--- src/rtl/div_unit.sv ---
// Iterative radix-2 restoring divider for RV32M DIV/DIVU/REM/REMU.
// Optional macro DIV_EARLY_OUT_EN: divide-by-zero, signed overflow and divisor==1 skip the iteration loop.
module div_unit #(
    parameter int DATA_WIDTH = 32
) (
    input  logic                  clk,
    input  logic                  rst,
    input  logic                  start,
    input  logic                  kill,
    input  logic [1:0]            op,
    input  logic [DATA_WIDTH-1:0] dividend,
    input  logic [DATA_WIDTH-1:0] divisor,
    output logic                  busy,
    output logic                  done,
    output logic [DATA_WIDTH-1:0] result
);

    localparam int CNT_W = $clog2(DATA_WIDTH + 1);
    localparam logic [DATA_WIDTH-1:0] MIN_VAL = {1'b1, {(DATA_WIDTH-1){1'b0}}};
    localparam logic [DATA_WIDTH-1:0] ONE_VAL = DATA_WIDTH'(1);

    // S_LOAD converts the captured operands to magnitudes before the loop starts.
    typedef enum logic [1:0] {S_IDLE, S_LOAD, S_CALC, S_DONE} state_t;

    state_t                  state, state_nxt;
    logic [1:0]              op_q;
    logic [DATA_WIDTH-1:0]   dividend_q, divisor_q;
    logic [DATA_WIDTH-1:0]   dvs_q, quo_q, rem_q;
    logic [CNT_W-1:0]        cnt_q;

    logic                    accept, early_out, is_signed;
    logic [DATA_WIDTH:0]     rem_shift, rem_diff;
    logic [DATA_WIDTH-1:0]   rem_nxt, quo_nxt;

    function automatic logic [DATA_WIDTH-1:0] abs_val(input logic [DATA_WIDTH-1:0] v,
                                                      input logic              sgn);
        logic signed [DATA_WIDTH-1:0] sv;
        sv = $signed(v);
        if (sgn && sv < 0)
            return $unsigned(-sv);
        return v;
    endfunction

    // Applies the RV32M special cases and the sign rules to the unsigned quotient/remainder.
    function automatic logic [DATA_WIDTH-1:0] fix_result(input logic [1:0]            f_op,
                                                         input logic [DATA_WIDTH-1:0] a,
                                                         input logic [DATA_WIDTH-1:0] b,
                                                         input logic [DATA_WIDTH-1:0] q,
                                                         input logic [DATA_WIDTH-1:0] r);
        logic                  sgn;
        logic [DATA_WIDTH-1:0] q_s, r_s;
        sgn = ~f_op[0];
        if (b == '0)
            return f_op[1] ? a : '1;
        if (sgn && a == MIN_VAL && b == '1)
            return f_op[1] ? '0 : MIN_VAL;
        q_s = (sgn && (a[DATA_WIDTH-1] ^ b[DATA_WIDTH-1])) ? $unsigned(-$signed(q)) : q;
        r_s = (sgn && a[DATA_WIDTH-1]) ? $unsigned(-$signed(r)) : r;
        return f_op[1] ? r_s : q_s;
    endfunction

    assign is_signed = ~op_q[0];
    assign accept    = (state == S_IDLE || state == S_DONE) && start && !kill;
    assign busy      = (state == S_CALC);
    assign done      = (state == S_DONE);

`ifdef DIV_EARLY_OUT_EN
    assign early_out = (divisor_q == '0) || (divisor_q == ONE_VAL) ||
                       (is_signed && dividend_q == MIN_VAL && divisor_q == '1);
`else
    assign early_out = 1'b0;
`endif

    // One restoring step: the shifted partial remainder needs one extra bit for the trial subtract.
    always_comb begin
        rem_shift = {rem_q, quo_q[DATA_WIDTH-1]};
        rem_diff  = rem_shift - {1'b0, dvs_q};
        if (!rem_diff[DATA_WIDTH]) begin
            rem_nxt = rem_diff[DATA_WIDTH-1:0];
            quo_nxt = {quo_q[DATA_WIDTH-2:0], 1'b1};
        end else begin
            rem_nxt = rem_shift[DATA_WIDTH-1:0];
            quo_nxt = {quo_q[DATA_WIDTH-2:0], 1'b0};
        end
    end

    always_comb begin
        state_nxt = state;
        case (state)
            S_IDLE: if (accept) state_nxt = S_LOAD;
            S_LOAD: begin
                if (kill)           state_nxt = S_IDLE;
                else if (early_out) state_nxt = S_DONE;
                else                state_nxt = S_CALC;
            end
            S_CALC: begin
                if (kill)              state_nxt = S_IDLE;
                else if (cnt_q == '0)  state_nxt = S_DONE;
            end
            S_DONE: state_nxt = accept ? S_LOAD : S_IDLE;
            default: state_nxt = S_IDLE;
        endcase
    end

    always_ff @(posedge clk) begin
        if (rst) begin
            state      <= S_IDLE;
            op_q       <= '0;
            dividend_q <= '0;
            divisor_q  <= '0;
            dvs_q      <= '0;
            quo_q      <= '0;
            rem_q      <= '0;
            cnt_q      <= '0;
            result     <= '0;
        end else begin
            state <= state_nxt;
            if (accept) begin
                op_q       <= op;
                dividend_q <= dividend;
                divisor_q  <= divisor;
            end
            if (state == S_LOAD && !kill) begin
                quo_q <= abs_val(dividend_q, is_signed);
                dvs_q <= abs_val(divisor_q, is_signed);
                rem_q <= '0;
                cnt_q <= CNT_W'(DATA_WIDTH - 1);
                if (early_out)
                    result <= fix_result(op_q, dividend_q, divisor_q,
                                         abs_val(dividend_q, is_signed), '0);
            end
            if (state == S_CALC && !kill) begin
                rem_q <= rem_nxt;
                quo_q <= quo_nxt;
                cnt_q <= cnt_q - 1'b1;
                if (cnt_q == '0)
                    result <= fix_result(op_q, dividend_q, divisor_q, quo_nxt, rem_nxt);
            end
        end
    end

endmodule

--- config.mk ---
export PLATFORM = sky130hd
export DESIGN_NAME = div_unit
export DESIGN_NICKNAME = d
export VERILOG_FILES = /design/src/rtl/div_unit.sv
export SDC_FILE = /design/constraint.sdc
export NUM_CORES = 1
export LEC_CHECK = 0
export CAP_MARGIN = 20
export CORE_ASPECT_RATIO = 0.7
export CORE_MARGIN = 4
export CORE_UTILIZATION = 40
export CTS_CLUSTER_DIAMETER = 150
export DETAILED_ROUTE_END_ITERATION = 8
export GPL_TIMING_DRIVEN = 0
export PLACE_DENSITY = 0.6
export RECOVER_POWER = 100
export SYNTH_ARGS = -nofsm -noshare
export SYNTH_HDL_FRONTEND = slang
export SYNTH_SLANG_ARGS = --single-unit
export TNS_END_PERCENT = 100
--- constraint.sdc ---
create_clock -name clk -period 13.7 [get_ports clk]
set_input_delay 1.37 -clock clk [delete_from_list [all_inputs] [get_ports clk]]
set_output_delay 1.37 -clock clk [all_outputs]
set_load 0.02 [all_outputs]
---- Yosys cells after proc, flatten, opt, wreduce, memory -nomap -nowiden ----
Index checks and enable logic that the tools add are counted.
storage, ports and cells
  input port bits ......................... 70
  flip-flop bits (word level) ............. 202
  output and inout bits ................... 34
cells by class
  reductions and logical operators ........ 18
  $lt $le $gt $ge ......................... 2
  eq/ne operators ......................... 7
  bitwise gates (word level) .............. 2
  muxes and demuxes ....................... 42
  add/sub/neg operators ................... 6
operators with widths
  cell                  number
  $mux 32               18
  $neg 32->32           4
  $eq 32x32->1 const B  2
  $lt 32x1->1 const B   2
  $sub 33x32->33        1
  $logic_not 32->1      1
  $mux 1                17
  $mux 6                2
  $logic_and 1x1->1     10
  $mux 2                4
  $pmux 2 s4            1
  $logic_not 6->1       1
  $sub 6x1->6 const B   1
  $eq 2x2->1 const B    2
  $reduce_and 2->1      2
  $ne 3x2->1 const B    1
  $eq 2x1->1 const B    1
  $logic_not 2->1       1
  $ne 2x2->1 const B    1
  $reduce_bool 2->1     1
  $logic_not 1->1       1
  $logic_or 1x1->1      1
  $not 1->1             1
  $xor 1x1->1           1

---- Logic depth before layout (Yosys ltp) ----
Gate-level depths: netlist of the first run.
  word-level depth ........................ 11
  gate-level depth with buffers ........... 22
  depth with buffers taken out ............ 20

---- Worst setup path before layout of the first run ----
OpenSTA, ideal clock, no wires.
  path type ............................... reg2reg
  start ................................... reg quo_q[31]
  end ..................................... reg result[22]
  path buffers ............................ 2
  setup time .............................. 70 ps
  data required time ...................... 13,630 ps
  setup slack ............................. 8,809 ps
  arrival ................................. 4,820 ps
  stages on the path, launching flop included .. 22
  path through ............................ dfxtp_1 inv_1 ha_1 fa_1 nor2b_1 o31a_1 a31oi_2 o21ai_2 a211oi_2 nor2_1 clkinv_1 buf_2 buf_1 a21oi_1 ha_1 nand2_1 nor4b_4 o22ai_2 a2111oi_4 nor3_1 or4b_1 a21oi_1
on the way
  cells in the longest elaborated chain, start to end .. 7
  elaborated cells on any way between the ends .. 10
  classes of those cells .................. add/sub (3); mux (7)
RTL lines
  element                            line    RTL
  start: declaration                 28      logic [DATA_WIDTH-1:0] dvs_q, quo_q, rem_q;
  start signal: assignment           124     quo_q <= abs_val(dividend_q, is_signed);
  start signal: assignment           134     quo_q <= quo_nxt;
  $sub 33x32->33                     77      rem_diff = rem_shift - {1'b0, dvs_q};
  $mux 1 or $mux 32 (tied branches)  78      if (!rem_diff[DATA_WIDTH]) begin
  $neg 32->32 (on tied branches)     57, 58
  $mux 32 (on tied branches)         57, 58
  $mux 32 (*)                        59      return f_op[1] ? r_s : q_s;
  $mux 32 (*)                        57      q_s = (sgn && (a[DATA_WIDTH-1] ^ b[DATA_WIDTH-1])) ? $unsigned(-$signed(q)) : q;
  $mux 32 (*)                        55      if (sgn && a == MIN_VAL && b == '1)
  end signal: assignment             129     result <= fix_result(op_q, dividend_q, divisor_q,
  end signal: assignment             137     result <= fix_result(op_q, dividend_q, divisor_q, quo_nxt, rem_nxt);
  end: declaration                   15      output logic [DATA_WIDTH-1:0] result
Every way passes the cells marked *; elsewhere a longest branch is shown, timed or not.
A chain may end at the register's enable or synchronous reset.

---- Worst setup path in the final report of the first run ----
Same ends and word-level chain as after synthesis.

==> results.cfg, run 1 <==
[sta]
fin_crit_sh_pct = 63.1
fin_worst_skew_ns = 0.0319
max_slew_margin_pct = 16.2
hold_viol_final = 0
min_period_ns = 8.64
timing.fmax_mhz = 116
rsz0062_at_grt = no
worst_pin_slew_ns = 1.22
setup_viol = 0
whs_ns = 0.450
finalSetupTns_ns = 0
final_max_slew_viol_count = 0
fin_ws_ns = 5.06

[die]
die_area_sq_um = 37200
start_util_pct = 40.6
fp.dieW_um = 229
die_h_um = 163
rows = 56
core_area_sq_um = 33600
io_pins = 104

[critical_path]
max_stage_delay_ns = 1.09
crit_slowest_cell = a2111oi_0
crit_chain = inv_1, ha_1, fa_1, nor2b_1, o31a_1, a31oi_1, o21ai_0, a211oi_1, nor2_1, clkbuf_1, clkbuf_1, a21oi_1, inv_1, ha_1, nand2_1, nor4b_1, o22ai_1, a2111oi_0, nor3_1, or4b_1, a21oi_1
path_max_fanout = 10
worstPathArrival_ns = 9.12
critPathKind = reg -> reg
crit_required_ns = 14.17
start_kind = register
endpoint_kind = register

[power]
power_mw = 2.07
pwr-share-comb_pct = 37.2
p_switching_mw = 0.828
p_int_mw = 1.24
powerDensity_nw_per_um2 = 130
pwr-share-seq_pct = 31.6
clockPowerShare_pct = 31.2
p_leak_nw = 5.97
sw_frac_of_total_pct = 39.9
peakVddDrop_uv = 90.8

[layout]
area_growth_pct = 16.6
layout.cells.non_filler = 2423
antenna_cells = 0
drive_above_1_share_pct = 4.12
layout.nets = 2087
postLayoutCellArea_sq_um = 15900
final_util_pct = 47.4

[global_route]
grt_pass1_wl_um = 84000
overflow = 0
grt_pass1_vias = 13456
gr-usage-all-layers_pct = 28.9
grt_max_degree = 15
antenna_found_initial = 1

[worst_hold_path]
hp-class = reg -> reg

[yosys]
ys_top_cells_by_area = dfxtp_1 (30%), a21oi_1 (7.3%), nand2_1 (7.2%)
synth_fp_nets = 1959
synth_cell_types = 95
yosysTopAreaCell = dfxtp_1
synth_edf_count = 0
yosysWarnings = 0
synth_top_area_share_pct = 29.6
synthFlopType = dfxtp_1
syn_area_per_cell_sq_um = 7.41
yosysMostFrequentCell = nand2_1
synth_commonest_cells = nand2_1 (261), nor2_1 (204), dfxtp_1 (202), a21oi_1 (200), clkbuf_1 (95)
async_flop_share_pct = 0
synth.ff_latch_count = 202
synth_seq_area_share_pct = 29.6
synthCells = 1844
synth_area_sq_um = 13700

[detailed_routing]
ant_nets = 0
wl_um = 55800
vias = 14879
drc = 0
vias_per_cell = 6.14
wl_per_cell_um = 23.0
dr.first_iter.drc_count = 2124
dr.pass1.iters = 6

[clock_network]
clk_latency_ns = 0.55
htree_levels = 1
cts.clk_slew.worst_paths_ns = 0.07
cts_hold_buffers = 0
cts_tree = built
cts_num_sinks = 202
cts_buffers = 22
root_buffer = clkbuf_16
post_cts_buffers = 0
cts_resized = 0
cts_buffer_depth = 3

[place]
portBuffers = 103
dp_cells = 2382
dp_slack_ns = 7.01
placed_cell_area_sq_um = 15200
hpwl_um = 44400
place_congestion = 0.998

[run_status]
status = finished, final reports clean

[run]
cap_violations = 0
==> power by group through the flow <==
| stage | logic [mW] | registers, mW | clock network, mW |
|---|---|---|---|
| after floorplan | 0.523 | 0.651 | 0 |
| after global placement | 0.754 | 0.664 | 0 |
| after detailed placement | 0.758 | 0.666 | 0 |
| after CTS | 0.763 | 0.652 | 0.658 |
| after global routing | 0.829 | 0.657 | 0.683 |
| final | 0.771 | 0.654 | 0.648 |
==> critical path: cells and delay by family, from the launching register on <==
family / cells / cell delay (ns)
flip-flops: 1 / 0.62
adder cells (fa/ha/maj): 3 / 0.94
AO/OA/AOI/OAI: 8 / 3.68
buffers and inverters: 4 / 1.28
AND/OR/NAND/NOR: 6 / 2.02
==> routing by layer <==
| layer | vias to the layer above | wire, um | global-route usage (%) |
|---|---|---|---|
| li1 | 6956 | - | - |
| met1 | 7072 | 27200 | 46.1 |
| met2 | 791 | 21100 | 38.6 |
| met3 | 60 | 6820 | 7.92 |
| met4 | 0 | 772 | 4.64 |
| met5 | - | 0 | 0 |
==> state kept, by name (all words and copies together), names as in the netlist <==
register,cells
quo_q,32
op_q,2
result,32
dividend_q,32
rem_q,32
state,2
dvs_q,32
divisor_q,32
cnt_q,6
==> cell type report <==
type / count / area (sq um)
clock buffers: 28 / 613
clock inverters: 12 / 174
plain buffers: 131 / 527
flip-flops and latches: 202 / 4040
repair buffers: 104 / 1040
inverters: 64 / 240
fillers: 3462 / 17700
multi-input cells: 1447 / 8760
well taps: 435 / 544
==> cells by family (layout without fill, tap and decap cells) <==
group	Yosys count	after routing	synth area share, %
multiplexers	16	16	1.21
XOR/XNOR	118	118	7.56
AO/OA/AOI/OAI	586	586	28.7
AND/OR/NAND/NOR	682	682	23.1
flip-flops	202	202	29.6
buffers and inverters	195	339	5.67
adder cells (fa/ha/maj)	45	45	4.17
==> worst paths after layout <==
kind	start	cells after the start	slack (ns)	endpoint
hold reg to reg	result[10]	2	0.45	result[10]
setup / recovery	quo_q[31]	21	5.06	result[22]
setup reg to reg	quo_q[31]	21	5.06	result[22]
hold / removal	result[10]	2	0.45	result[10]
==> layout by cell type (no fill, tap or decap), drive strengths merged, types with 26 or more instances in the layout <==
master | synthesis | layout
xor2 | 53 | 53
nor3 | 47 | 47
clkdlybuf4s50 | 0 | 67
a21oi | 203 | 203
a222oi | 34 | 34
ha | 44 | 44
nor2 | 205 | 205
clkbuf | 96 | 134
buf | 35 | 26
dlygate4sd3 | 0 | 36
nand2 | 261 | 261
a31oi | 26 | 26
xnor2 | 65 | 65
o21ai | 103 | 103
inv | 63 | 63
dfxtp | 202 | 202
a211oi | 44 | 44
Power figures use the tool's default switching activity.
==> inputs of run 2 (changes only) <==
Settings changed: PLACE_DENSITY 0.6 to 0.62.
Clock period 13.7 ns to 7.4 ns, I/O delays scaled along.
==> run 2 against run 1 <==
Against the previous run: utilization is essentially flat; critical path depth is the same; maximum frequency grew 25%; cell count is essentially flat; non-clock buffer count shrank 1; total power grew 85%; global-route usage shrank 0.37 points; flip-flop and latch count is the same; wire length shrank 1.1%.
==> results.cfg, run 2 (synthesized netlist as in run 1, its figures left out) <==
[clock_network]
post_cts_buffers = 0
cts_tree = built
clk_latency_ns = 0.56
cts_hold_buffers = 0
cts.clk_slew.worst_paths_ns = 0.07
cts_buffer_depth = 3
cts_buffers = 22
root_buffer = clkbuf_16
cts_resized = 0
htree_levels = 1
cts_num_sinks = 202

[sta]
worst_pin_slew_ns = 1.45
fin_worst_skew_ns = 0.0319
fin_crit_sh_pct = 93.1
setup_viol = 0
fin_ws_ns = 0.511
min_period_ns = 6.89
finalSetupTns_ns = 0
final_max_slew_viol_count = 0
timing.fmax_mhz = 145
whs_ns = 0.449
rsz0062_at_grt = no
hold_viol_final = 0
max_slew_margin_pct = 2.53

[layout]
layout.nets = 2086
area_growth_pct = 16.5
drive_above_1_share_pct = 4.23
fillers = 3439
final_cell_mix = nand2_1 (261), nor2_1 (204), dfxtp_1 (202), a21oi_1 (200), clkbuf_1 (105)
antenna_cells = 0
final_common_cell = nand2_1
layout.cells.non_filler = 2422
postLayoutCellArea_sq_um = 15900
final_util_pct = 47.4

[global_route]
antenna_found_initial = 0
gr-usage-all-layers_pct = 28.6
overflow = 0
grt_pass1_wl_um = 83600
grt_pass1_vias = 13763
grt_max_degree = 15

[place]
dp_cells = 2382
placed_cell_area_sq_um = 15200
portBuffers = 103
hpwl_um = 43600
place_congestion = 1.04
dp_slack_ns = 0.855

[die]
io_pins = 104
start_util_pct = 40.6
die_h_um = 163
fp.dieW_um = 229
die_area_sq_um = 37200
core_area_sq_um = 33600
rows = 56

[power]
peakVddDrop_uv = 184
power_mw = 3.83
powerDensity_nw_per_um2 = 240
p_leak_nw = 5.97

[worst_hold_path]
hp-class = reg -> reg

[detailed_routing]
vias = 14961
dr.pass1.iters = 7
wl_um = 55200
wl_per_cell_um = 22.8
ant_nets = 0
dr.first_iter.drc_count = 2294
vias_per_cell = 6.18
drc = 0

[critical_path]
path_max_fanout = 10
crit_required_ns = 7.79
start_kind = register
critPathKind = reg -> reg
worstPathArrival_ns = 7.27
endpoint_kind = register

[run]
cap_violations = 0

[run_status]
status = finished, final reports clean
-- run 2: critical path: stages, from the launching register on --
cell and delay (ns):
dfxtp_1 0.60, inv_1 0.09, ha_1 0.22, fa_1 0.40, nor2b_1 0.18, o31a_1 0.31
a31oi_1 0.23, o21ai_2 0.42, a211oi_2 0.22, nor2_1 0.24, clkinv_1 0.35, buf_2 0.32
clkbuf_1 0.35, a21oi_1 0.33, ha_1 0.34, nand2_1 0.14, nor4b_4 0.42, a41oi_1 0.12
nor3_1 0.79, a31oi_1 0.22, mux2i_1 0.26, a41oi_1 0.14
-- run 2: path summary, 6_finish.rpt --
check                                 from          to  slack, ns  cells after the start
worst max register to register   quo_q[31]  result[24]       0.51                     21
worst min register to register  result[12]  result[12]       0.45                      2
worst min-delay path            result[12]  result[12]       0.45                      2
worst max-delay path             quo_q[31]  result[24]       0.51                     21
-- run 2: metal layers --
metal	up-vias	track usage [%]	wire length [um]
met5	-	0	0
met4	0	4.26	682
met3	54	7.74	6940
met2	799	39.1	21100
met1	7166	44.9	26500
li1	6942	-	-
-- run 2: power breakdown --
group,switching [mW],internal (mW),total [mW]
clock network,0.513,0.671,1.18
logic,0.967,0.471,1.44
registers,0.0681,1.14,1.21
total,1.55,2.28,3.83
-- run 2: cell type report --
class	instances	area (sq um)	share of cell area, %
Multi-Input combinational cell	1447	8780	55.1
Sequential cell	202	4040	25.4
Timing Repair Buffer	103	1030	6.47
Clock buffer	26	576	3.61
Tap cell	435	544	3.42
Buffer	131	529	3.32
Inverter	64	240	1.51
Clock inverter	14	183	1.15
==> inputs of run 3 (changes only) <==
Settings changed: CELL_PAD_IN_SITES_DETAIL_PLACEMENT set to 1, CELL_PAD_IN_SITES_GLOBAL_PLACEMENT set to 2, CORE_UTILIZATION 40 to 35, PLACE_DENSITY 0.62 to 0.83.
Clock period 7.4 ns to 6.42 ns, I/O delays scaled along.
==> run 3 against run 2 <==
Against the previous run: die area increased by 14%; cell count increased by 3.8%; register-to-register slack got worse by 0.14 ns; count of clock-buffer cells in the layout increased by 6; utilization decreased by 5.5 points; wire length increased by 11%; maximum frequency increased by 14%; via count increased by 0.39%.
==> results.cfg, run 3 (synthesized netlist as in run 1, its figures left out) <==
[run_status]
status = finished, final reports clean

[critical_path]
crit_slowest_cell = or4b_1
crit_required_ns = 6.91
start_kind = register
critPathKind = reg -> reg
critical_path_buf_inv_count = 3
endpoint_kind = register
critPathTopFamily = compound AO/OA/AOI/OAI gates
path_max_fanout = 19
worstPathArrival_ns = 6.53
max_stage_delay_ns = 0.54
crit_chain = inv_1, ha_1, fa_1, nor2b_1, o31a_1, a31oi_2, o21ai_4, a22o_4, nor2_1, inv_2, buf_2, nor2_1, a21oi_1, ha_1, nand2_1, nor4b_4, o22ai_2, a2111oi_4, nor3_1, or4b_1, a21oi_1

[global_route]
grt_pass1_vias = 14456
gr-usage-all-layers_pct = 28.0
antenna_found_initial = 1
grtUsageMet1_pct = 44.4
grt_pass1_wl_um = 92200
use_met2_pct = 38.3
met3_usage_pct = 6.82
top_usage_layer = met1
grt_max_degree = 20
overflow = 0

[die]
die_h_um = 173
die_area_sq_um = 42300
rows = 60
io_pins = 104
start_util_pct = 35.5
core_area_sq_um = 38500
fp.dieW_um = 244

[sta]
max_slew_margin_pct = 22.5
fin_ws_ns = 0.376
hold_viol_final = 0
final_max_slew_viol_count = 0
min_period_ns = 6.04
fin_worst_skew_ns = 0.0231
rsz0062_at_grt = no
worst_pin_slew_ns = 1.16
fin_crit_sh_pct = 94.1
timing.fmax_mhz = 165
setup_viol = 0

[detailed_routing]
wl_um = 61500
vias_per_cell = 5.97
dr.first_iter.drc_count = 1732
dr.pass1.iters = 8
drc = 0
wl_per_cell_um = 24.5
vias = 15020
ant_nets = 0

[layout]
final_cell_mix = nand2_1 (261), nor2_1 (204), dfxtp_1 (201), a21oi_1 (200), clkbuf_1 (109)
drive_above_1_share_pct = 4.43
antenna_cells = 0
postLayoutCellArea_sq_um = 16100
layout.nets = 2087
fillers = 4788
final_common_cell = nand2_1
seq_area_sq_um = 4050
area_growth_pct = 18.0
multi_input_area_sq_um = 8830

[run]
cap_violations = 0

[place]
place_congestion = 0.967
dp_slack_ns = -0.483
hpwl_um = 48800
placed_cell_area_sq_um = 15400
portBuffers = 103

[clock_network]
cts_tree = built
cts.clk_slew.worst_paths_ns = 0.07
root_buffer = clkbuf_16
cts_num_sinks = 202
clk_latency_ns = 0.56
htree_levels = 1
cts_buffers = 23
cts_buffer_depth = 3

[worst_hold_path]
hp-class = reg -> reg

[power]
powerDensity_nw_per_um2 = 282
p_leak_nw = 6.01
peakVddDrop_uv = 198
run 3: changes by cell type in the layout (fill, tap and decap cells not counted), sizes merged:
cell,change
clkbuf,+8
inv,+2
clkinvlp,-1
clkinv,-6
buf,-2
run 3: layout make-up:
| type | instances | area share, % |
|---|---|---|
| multi-input combinational | 1447 | 54.8 |
| clock inverter | 9 | 0.854 |
| sequential | 202 | 25.1 |
| tap | 527 | 4.09 |
| buffer | 130 | 3.25 |
| timing repair buffer | 104 | 6.43 |
| inverter | 64 | 1.49 |
| clock buffer | 32 | 4.03 |
run 3: what timing repair did:
action                                  4_1_cts  5_1_grt
hold buffers                                  0        0
endpoints found under the setup margin        7        3
pin swaps                                     0        1
gates resized for setup                       4        2
setup buffers                                 0        0
run 3: path summary, 6_finish.rpt:
kind	from	end	slack, ns	cells past startpoint
hold reg to reg	result[10]	result[10]	0.45	2
setup / recovery	quo_q[31]	result[22]	0.38	21
setup reg to reg	quo_q[31]	result[22]	0.38	21
hold / removal	result[10]	result[10]	0.45	2
run 3: worst min-delay path: stages, from the launching register on:
cell,delay [ns]
dfxtp_1,0.30
nand2_1,0.05
a21oi_1,0.05
run 3: power breakdown:
part	leakage (nW)	internal (mW)	switching, mW
clock network	0.386	0.831	0.596
logic	3.98	0.559	1.17
registers	1.64	1.31	0.0792
run 3: through the flow:
stage	util, %	hold WS [ns]	instances	power [mW]	TNS, ns
6_report	41.9	0.451	2515	4.55	0
5_1_grt	41.9	0.492	2515	4.75	0
4_1_cts	42.0	0.458	2514	4.52	0
3_5_place_dp	39.9	0.450	2474	3.09	-1.33
3_3_place_gp	39.9	0.441	2474	3.06	-0.637
2_1_floorplan	-	0.441	1844	2.51	0
run 3: layer usage:
metal / up-vias / wire [um] / share of wire [%]
li1: 6955 / - / -
met1: 7394 / 30600 / 50
met2: 615 / 23900 / 39
met3: 56 / 6140 / 10
met4: 0 / 779 / 1.3
met5: - / 0 / 0
